==> src/rtl/register_file_pkg.sv <==
// Shared MIPS register-file constants: geometry, special register indices
// and the default reset values for the global and stack pointers.
package register_file_pkg;

  localparam int NUM_REGS = 32;
  localparam int IDX_W    = 5;

  localparam int GP_IDX = 28;
  localparam int SP_IDX = 29;

  localparam logic [31:0] GP_RST_DEFAULT = 32'h1000_8000;
  localparam logic [31:0] SP_RST_DEFAULT = 32'h7FFF_EFFC;

endpackage : register_file_pkg

==> src/rtl/register_file_register.sv <==
// Single N-bit architectural register with write enable and an
// asynchronous active-low reset to a per-instance reset value.
module Register #(
  parameter int            N        = 32,
  parameter logic [N-1:0]  rstValue = '0
) (
  input  logic         clk,
  input  logic         reset,
  input  logic         enable,
  input  logic [N-1:0] DataInput,
  output logic [N-1:0] DataOutput
);

  // Storage: reset forces rstValue immediately; otherwise load on enable.
  always_ff @(posedge clk or negedge reset) begin
    if (!reset) begin
      DataOutput <= rstValue;
    end else if (enable) begin
      DataOutput <= DataInput;
    end
  end

endmodule : Register

==> src/rtl/register_file.sv <==
// MIPS integer register file: 31 writable registers plus hard-wired $zero,
// two combinational read ports and a write-through bypass so that a value
// being written back is visible to decode in the same cycle.
module register_file
  import register_file_pkg::*;
#(
  parameter int           N      = 32,
  parameter logic [N-1:0] SP_RST = N'(SP_RST_DEFAULT),
  parameter logic [N-1:0] GP_RST = N'(GP_RST_DEFAULT)
) (
  input  logic             clk,
  input  logic             reset,
  input  logic             RegWrite,
  input  logic [IDX_W-1:0] WriteRegister,
  input  logic [N-1:0]     WriteData,
  input  logic [IDX_W-1:0] ReadRegister1,
  input  logic [IDX_W-1:0] ReadRegister2,
  output logic [N-1:0]     ReadData1,
  output logic [N-1:0]     ReadData2
);

  // Register contents indexed by register number; entry 0 is a constant.
  logic [NUM_REGS-1:0][N-1:0] regs;
  // One-hot write enables; index 0 has no storage and hence no enable.
  logic [NUM_REGS-1:1]        we;

  logic bypass1;
  logic bypass2;

  assign regs[0] = '0;

  for (genvar i = 1; i < NUM_REGS; i++) begin : g_reg
    localparam logic [N-1:0] RST_V = (i == GP_IDX) ? GP_RST :
                                     (i == SP_IDX) ? SP_RST : '0;

    // Each enable compares against its own index, so at most one is set.
    assign we[i] = RegWrite && (WriteRegister == IDX_W'(i));

    Register #(
      .N        (N),
      .rstValue (RST_V)
    ) u_reg (
      .clk        (clk),
      .reset      (reset),
      .enable     (we[i]),
      .DataInput  (WriteData),
      .DataOutput (regs[i])
    );
  end

  // Bypass only for a real write to a non-zero index matching the read index.
  always_comb begin
    bypass1 = 1'b0;
    bypass2 = 1'b0;
    if (RegWrite && (WriteRegister != '0)) begin
      bypass1 = (WriteRegister == ReadRegister1);
      bypass2 = (WriteRegister == ReadRegister2);
    end
  end

  // Read port 1: forwarded write data or the selected register.
  always_comb begin
    ReadData1 = regs[ReadRegister1];
    if (bypass1) begin
      ReadData1 = WriteData;
    end
  end

  // Read port 2: forwarded write data or the selected register.
  always_comb begin
    ReadData2 = regs[ReadRegister2];
    if (bypass2) begin
      ReadData2 = WriteData;
    end
  end

endmodule : register_file

==> config.mk <==
export PLATFORM = sky130hd
export DESIGN_NAME = register_file
export DESIGN_NICKNAME = d
export VERILOG_FILES = /design/src/rtl/register_file_pkg.sv /design/src/rtl/register_file_register.sv /design/src/rtl/register_file.sv
export SDC_FILE = /design/constraint.sdc
export NUM_CORES = 2
export LEC_CHECK = 0
export BUFFER_PORTS_ARGS = -buffer_cell sky130_fd_sc_hd__buf_2
export CORE_UTILIZATION = 56
export DETAILED_ROUTE_END_ITERATION = 8
export PLACE_DENSITY = 0.73
export SYNTH_ARGS = -nofsm -noshare
export SYNTH_HDL_FRONTEND = slang
export SYNTH_HIERARCHICAL = 1
export SYNTH_SLANG_ARGS = --single-unit
==> constraint.sdc <==
create_clock -name clk -period 2 [get_ports clk]
set_input_delay 0.2 -clock clk [delete_from_list [all_inputs] [get_ports clk]]
set_output_delay 0.2 -clock clk [all_outputs]
set_load 0.01 [all_outputs]
# Yosys cells after proc, flatten, opt, wreduce, memory -nomap -nowiden
# Cells that the tools add are included.
# Widths: inputs -> output; s select.
# word_totals
regBits	992
input_bits	50
out_inout_bits	64
word_cells	107
# classes
n_lt_le_gt_ge	2
n_eq_ne	33
mux	8
reduce_logical	33
# op_table
cell	count
$bmux 32 s5	2
$mux 32	4
$eq 5x5->1 const B	16
$eq 5x4->1 const B	8
$logic_and 1x1->1	32
$eq 5x3->1 const B	4
$lt 5x6->1 const B	2
$eq 5x2->1 const B	2
$eq 5x5->1	2
$eq 5x1->1 const B	1
$reduce_bool 5->1	1
$mux 1	2

# Longest topological paths before layout
# depth
ltp_word	4
depth_mapped	10
ltp_nobuf	5

# Modules after synthesis
# Netlist, hierarchy kept.
# by_module_without_submodules
mod	n_inst	cells_each	area_each_um2
Register (g_reg[10].u_reg ...)	29	68	1345.0
register_file	1	1513	16659.7
Register (g_reg[29].u_reg)	1	68	1380.1
Register (g_reg[28].u_reg)	1	68	1347.5

# Worst setup path after synthesis
# Ideal clock, no wire load.
# synth_path
path_type	input to output
start	input port WriteRegister[3]
end	output port ReadData2[10]
arrival_ns	1.796
path_slack_ns	0.004
stages	7
cell_sequence	clkbuf_1 -> xnor2_1 -> nand3_1 -> or3_1 -> buf_4 -> buf_1 -> a211oi_1
# synth_between
elab_chain_len	4
elab_cells_between_ends	5
classes_between	1 x eq/ne; 2 x mux; 2 x reduce/logical
# synth_lines
item	line	rtl
from (decl)	register_file.sv:14	input logic [IDX_W-1:0] WriteRegister,
$reduce_bool 5->1	register_file.sv:55	if (RegWrite && (WriteRegister != '0)) begin
$logic_and 1x1->1	register_file.sv:55	
$mux 1 (*)	register_file.sv:55	
$mux 32 (*)	register_file.sv:72	if (bypass2) begin
to (decl)	register_file.sv:19	output logic [N-1:0] ReadData2
# Every way passes the cells marked *; elsewhere a longest branch is shown, timed or not.

# Final worst setup path
# layout_path
start	register g_reg[24].u_reg.DataOutput[22]
end	output port ReadData2[22]
# layout_between
elab_chain_len	3
# layout_lines
item	line	rtl
from (decl)	register_file_register.sv:11	output logic [N-1:0] DataOutput
from (signal assigned)	register_file_register.sv:17	DataOutput <= rstValue;
from (signal assigned)	register_file_register.sv:19	DataOutput <= DataInput;
$bmux 32 s5	register_file.sv:71	ReadData2 = regs[ReadRegister2];
$mux 32 (implied by the code)	register_file.sv:71	
$mux 32	register_file.sv:72	
# No other way between the ends. The select of a mux whose other input is x is not followed.

==> flow_summary.toml <==
[worst_setup_path]
start_kind = "register"
reg2regPathDepth = 3
r2r_start = "g_reg[26].u_reg/DataOutput[3]"
r2r-end = "g_reg[26].u_reg/DataOutput[3]"
critical_path_class = "register to output pin"
cp_slowest_cell = "mux4_2"
worstPathCellList = "mux4_2, mux2_4, a221oi_4, buf_4, a211oi_4, buf_2"
crit_required_ps = 1800
critPathCaptureType = "output pin"
critPathMaxFanout = 2
regToRegSetupSlack_ps = 950
critPathArrivalTime_ps = 2580
slowest_delay_ps = 480

[global_routing]
grtUsageTotal_pct = 36.2
grt_pass1_wl_um = 284000
grt_max_degree = 98
grt_pass1_vias = 41300
grt_overflow_total = 0
antenna_found_initial = 1

[min_path]
hold_path_class = "primary input to register"
worstHoldPathCells = 2
hp-start = "WriteData[14]"
min_to = "g_reg[29].u_reg/DataOutput[14]"

[logic_synthesis]
synth-edff-count = 0
ys_types = 39
yosysTopAreaCellShare_pct = 41.2
postSynthAreaPerCell_sq_um = 16.1
ys_seq_elements = 992
synth_simple_gate_area_share_pct = 1.91
synth_nets = 3671
synth_top_family_by_area = "multiplexers"
synth_fa_ha_area_share_pct = 0
yosysWarnings = 6
muxShareOfSynthArea_pct = 45.1
synth_compound_area_share_pct = 4.69
netlist_area_sq_mm = 0.0584
ys.flop_type = "dfrtp_1"
synth.area.top_cells = "dfrtp_1, mux2_4, mux4_2"
synth_cells = 3621
yosysSeqAreaShare_pct = 42.6
synth_xor_area_share_pct = 0.150
synthArstFlopShare_pct = 100
yosys.area.top_type = "dfrtp_1"

[power_and_ir_drop]
p_leak_nw = 31.6
vdd_drop_max_mv = 0.683
power.density_mw_per_mm2 = 930
total_power_mw = 66.2

[timing]
skew_ps = 0
fmax_mhz = 360
setup_ws_ps = -780
rsz0062_at_grt = "true"
drv_slew = 0
hold_violations = 0
relSlewSlack_pct = 55.0
whs_ps = 45.2
worst_pin_slew_ps = 675
min_period_over_period_pct = 139
finalSetupViolations = 64
final_period_minus_worst_setup_slack_ps = 2780

[cells_and_area]
layout_common_cells = "mux2_4, dfrtp_1, buf_4"
regArea_sq_mm = 0.0249
top_regs = "g.u_reg/DataOutput: 992 flops"
area_growth_pct = 22.0
layout.nets = 4352
fin_area_sq_mm = 0.0712
final_common_cell = "mux2_4"
top_register = "g.u_reg/DataOutput"
nFillCells = 6501
largest_reg_flops = 992
drive_gt1_share_pct = 64.5
multi_input_area_sq_mm = 0.0321
stdcell_count = 5770

[clocking]
h-tree-depth = 3
cts_root_buffer = "clkbuf_16"
cts_sinks = 992
cts_tree = "built"
clkTransAtPathRegs_ps = 60
clk_path_buf_depth = 3
clk_latency_ps = 700
cts_buffers = 103

[routing]
drc = 0
routedWlPerCell_um = 33.4
vias_per_cell = 6.87
num_vias = 39600
drt-initial-drc-count = 4787
first_pass_iters = 5
wl_um = 193000
ant_nets = 0

[placement]
post_dp_cell_area_sq_mm = 0.0652
portBuffers = 113
dp.cells = 5472
gp_congestion = 0.911
hpwl_um = 123000

[die]
boundaryPins = 114
die_width_um = 325
floorplan.die_area_sq_mm = 0.106
num_rows = 118
coreArea_sq_mm = 0.103
initial_core_util_pct = 56.4
die-height_um = 325

[status]
violations = "setup timing"
status = "complete, but fails checks"

[job]
cap_violations = 0
-- kinds of logic (layout without fill, tap and decap cells) --
| logic type | after synthesis | after routing |
|---|---|---|
| other cells | 0 | 1 |
| simple gates | 248 | 248 |
| xor+xnor | 10 | 10 |
| buf+inv | 340 | 1108 |
| compound gates | 358 | 358 |
| flops | 992 | 992 |
| mux | 1673 | 1673 |
-- critical path: cells and delay by family (launching register included) --
kind	cells	cell delay [ps]
buf+inv	2	350
compound gates	2	380
flops	1	380
mux	2	780
-- final cells by class --
| cell class | instances | area share (%) |
|---|---|---|
| Antenna cell | 1 | 0.00351 |
| Clock buffer | 156 | 4.27 |
| Clock inverter | 36 | 0.599 |
| Inverter | 1 | 0.00527 |
| Multi-Input combinational cell | 2289 | 45.1 |
| Sequential cell | 992 | 34.9 |
| Tap cell | 1380 | 2.42 |
| Timing Repair Buffer | 915 | 12.7 |
-- synthesized netlist by cell type, drive strengths merged, types with 2 or more instances --
library cell and instances:
a211oi 26, o221ai 44, xnor2 8, a221oi 120, nand2b 8, or2 4, nand2 56, xor2 2
o22ai 100, mux2 1148, buf 242, o21ai 34, nand3 14, or3 32, nor2 121, mux2i 152
o32ai 31, dfrtp 962, nor2b 7, dfstp 30, mux4 373, clkbuf 97
-- metal layers --
metal	vias up	GRT usage [%]	part of all wire (%)
met3	607	9.21	11
met5	-	0	0.0068
li1	15500	-	-
met1	20900	50.3	39
met2	2590	53.1	44
met4	2	17.7	5.4
-- worst max-delay path by stage --
stage / start / end / slack (ps) / cells past startpoint
final: g_reg[24].u_reg/DataOutput[22] / ReadData2[22] / -780 / 6
after global routing: g_reg[24].u_reg/DataOutput[22] / ReadData2[22] / -840 / 6
after CTS: g_reg[24].u_reg/DataOutput[22] / ReadData2[22] / -770 / 6
after detailed placement: ReadRegister2[0] / ReadData2[18] / -810 / 8
after global placement: ReadRegister2[0] / ReadData2[1] / -820 / 9
after floorplan: WriteRegister[3] / ReadData2[10] / 4 / 7
-- timing repair --
| action | CTS | global route |
|---|---|---|
| gates cloned | 0 | 1 |
| pin swaps | 88 | 50 |
| endpoints found under the hold margin | 833 | 0 |
| setup buffers | 77 | 27 |
| hold buffers | 21 | 0 |
| gates resized for setup | 244 | 83 |
| endpoints found under the setup margin | 64 | 64 |
-- per-stage QoR --
step	setup TNS (ps)	utilization, %	setup slack [ps]
global placement	-30950	63.0	-822
floorplan	0	-	4.09
CTS	-38690	68.2	-774
global route	-40920	68.8	-845
finish	-38350	68.8	-780
detailed placement	-31680	63.0	-810
-- report_power, final --
| part | leakage [nW] | switching (mW) | total, mW | internal (mW) |
|---|---|---|---|---|
| combinational | 17.3 | 6.81 | 18.7 | 11.9 |
| sequential | 12.6 | 3.30 | 27.4 | 24.1 |
| clock | 1.70 | 8.45 | 20.1 | 11.6 |
(Power assumes the default switching activity.)
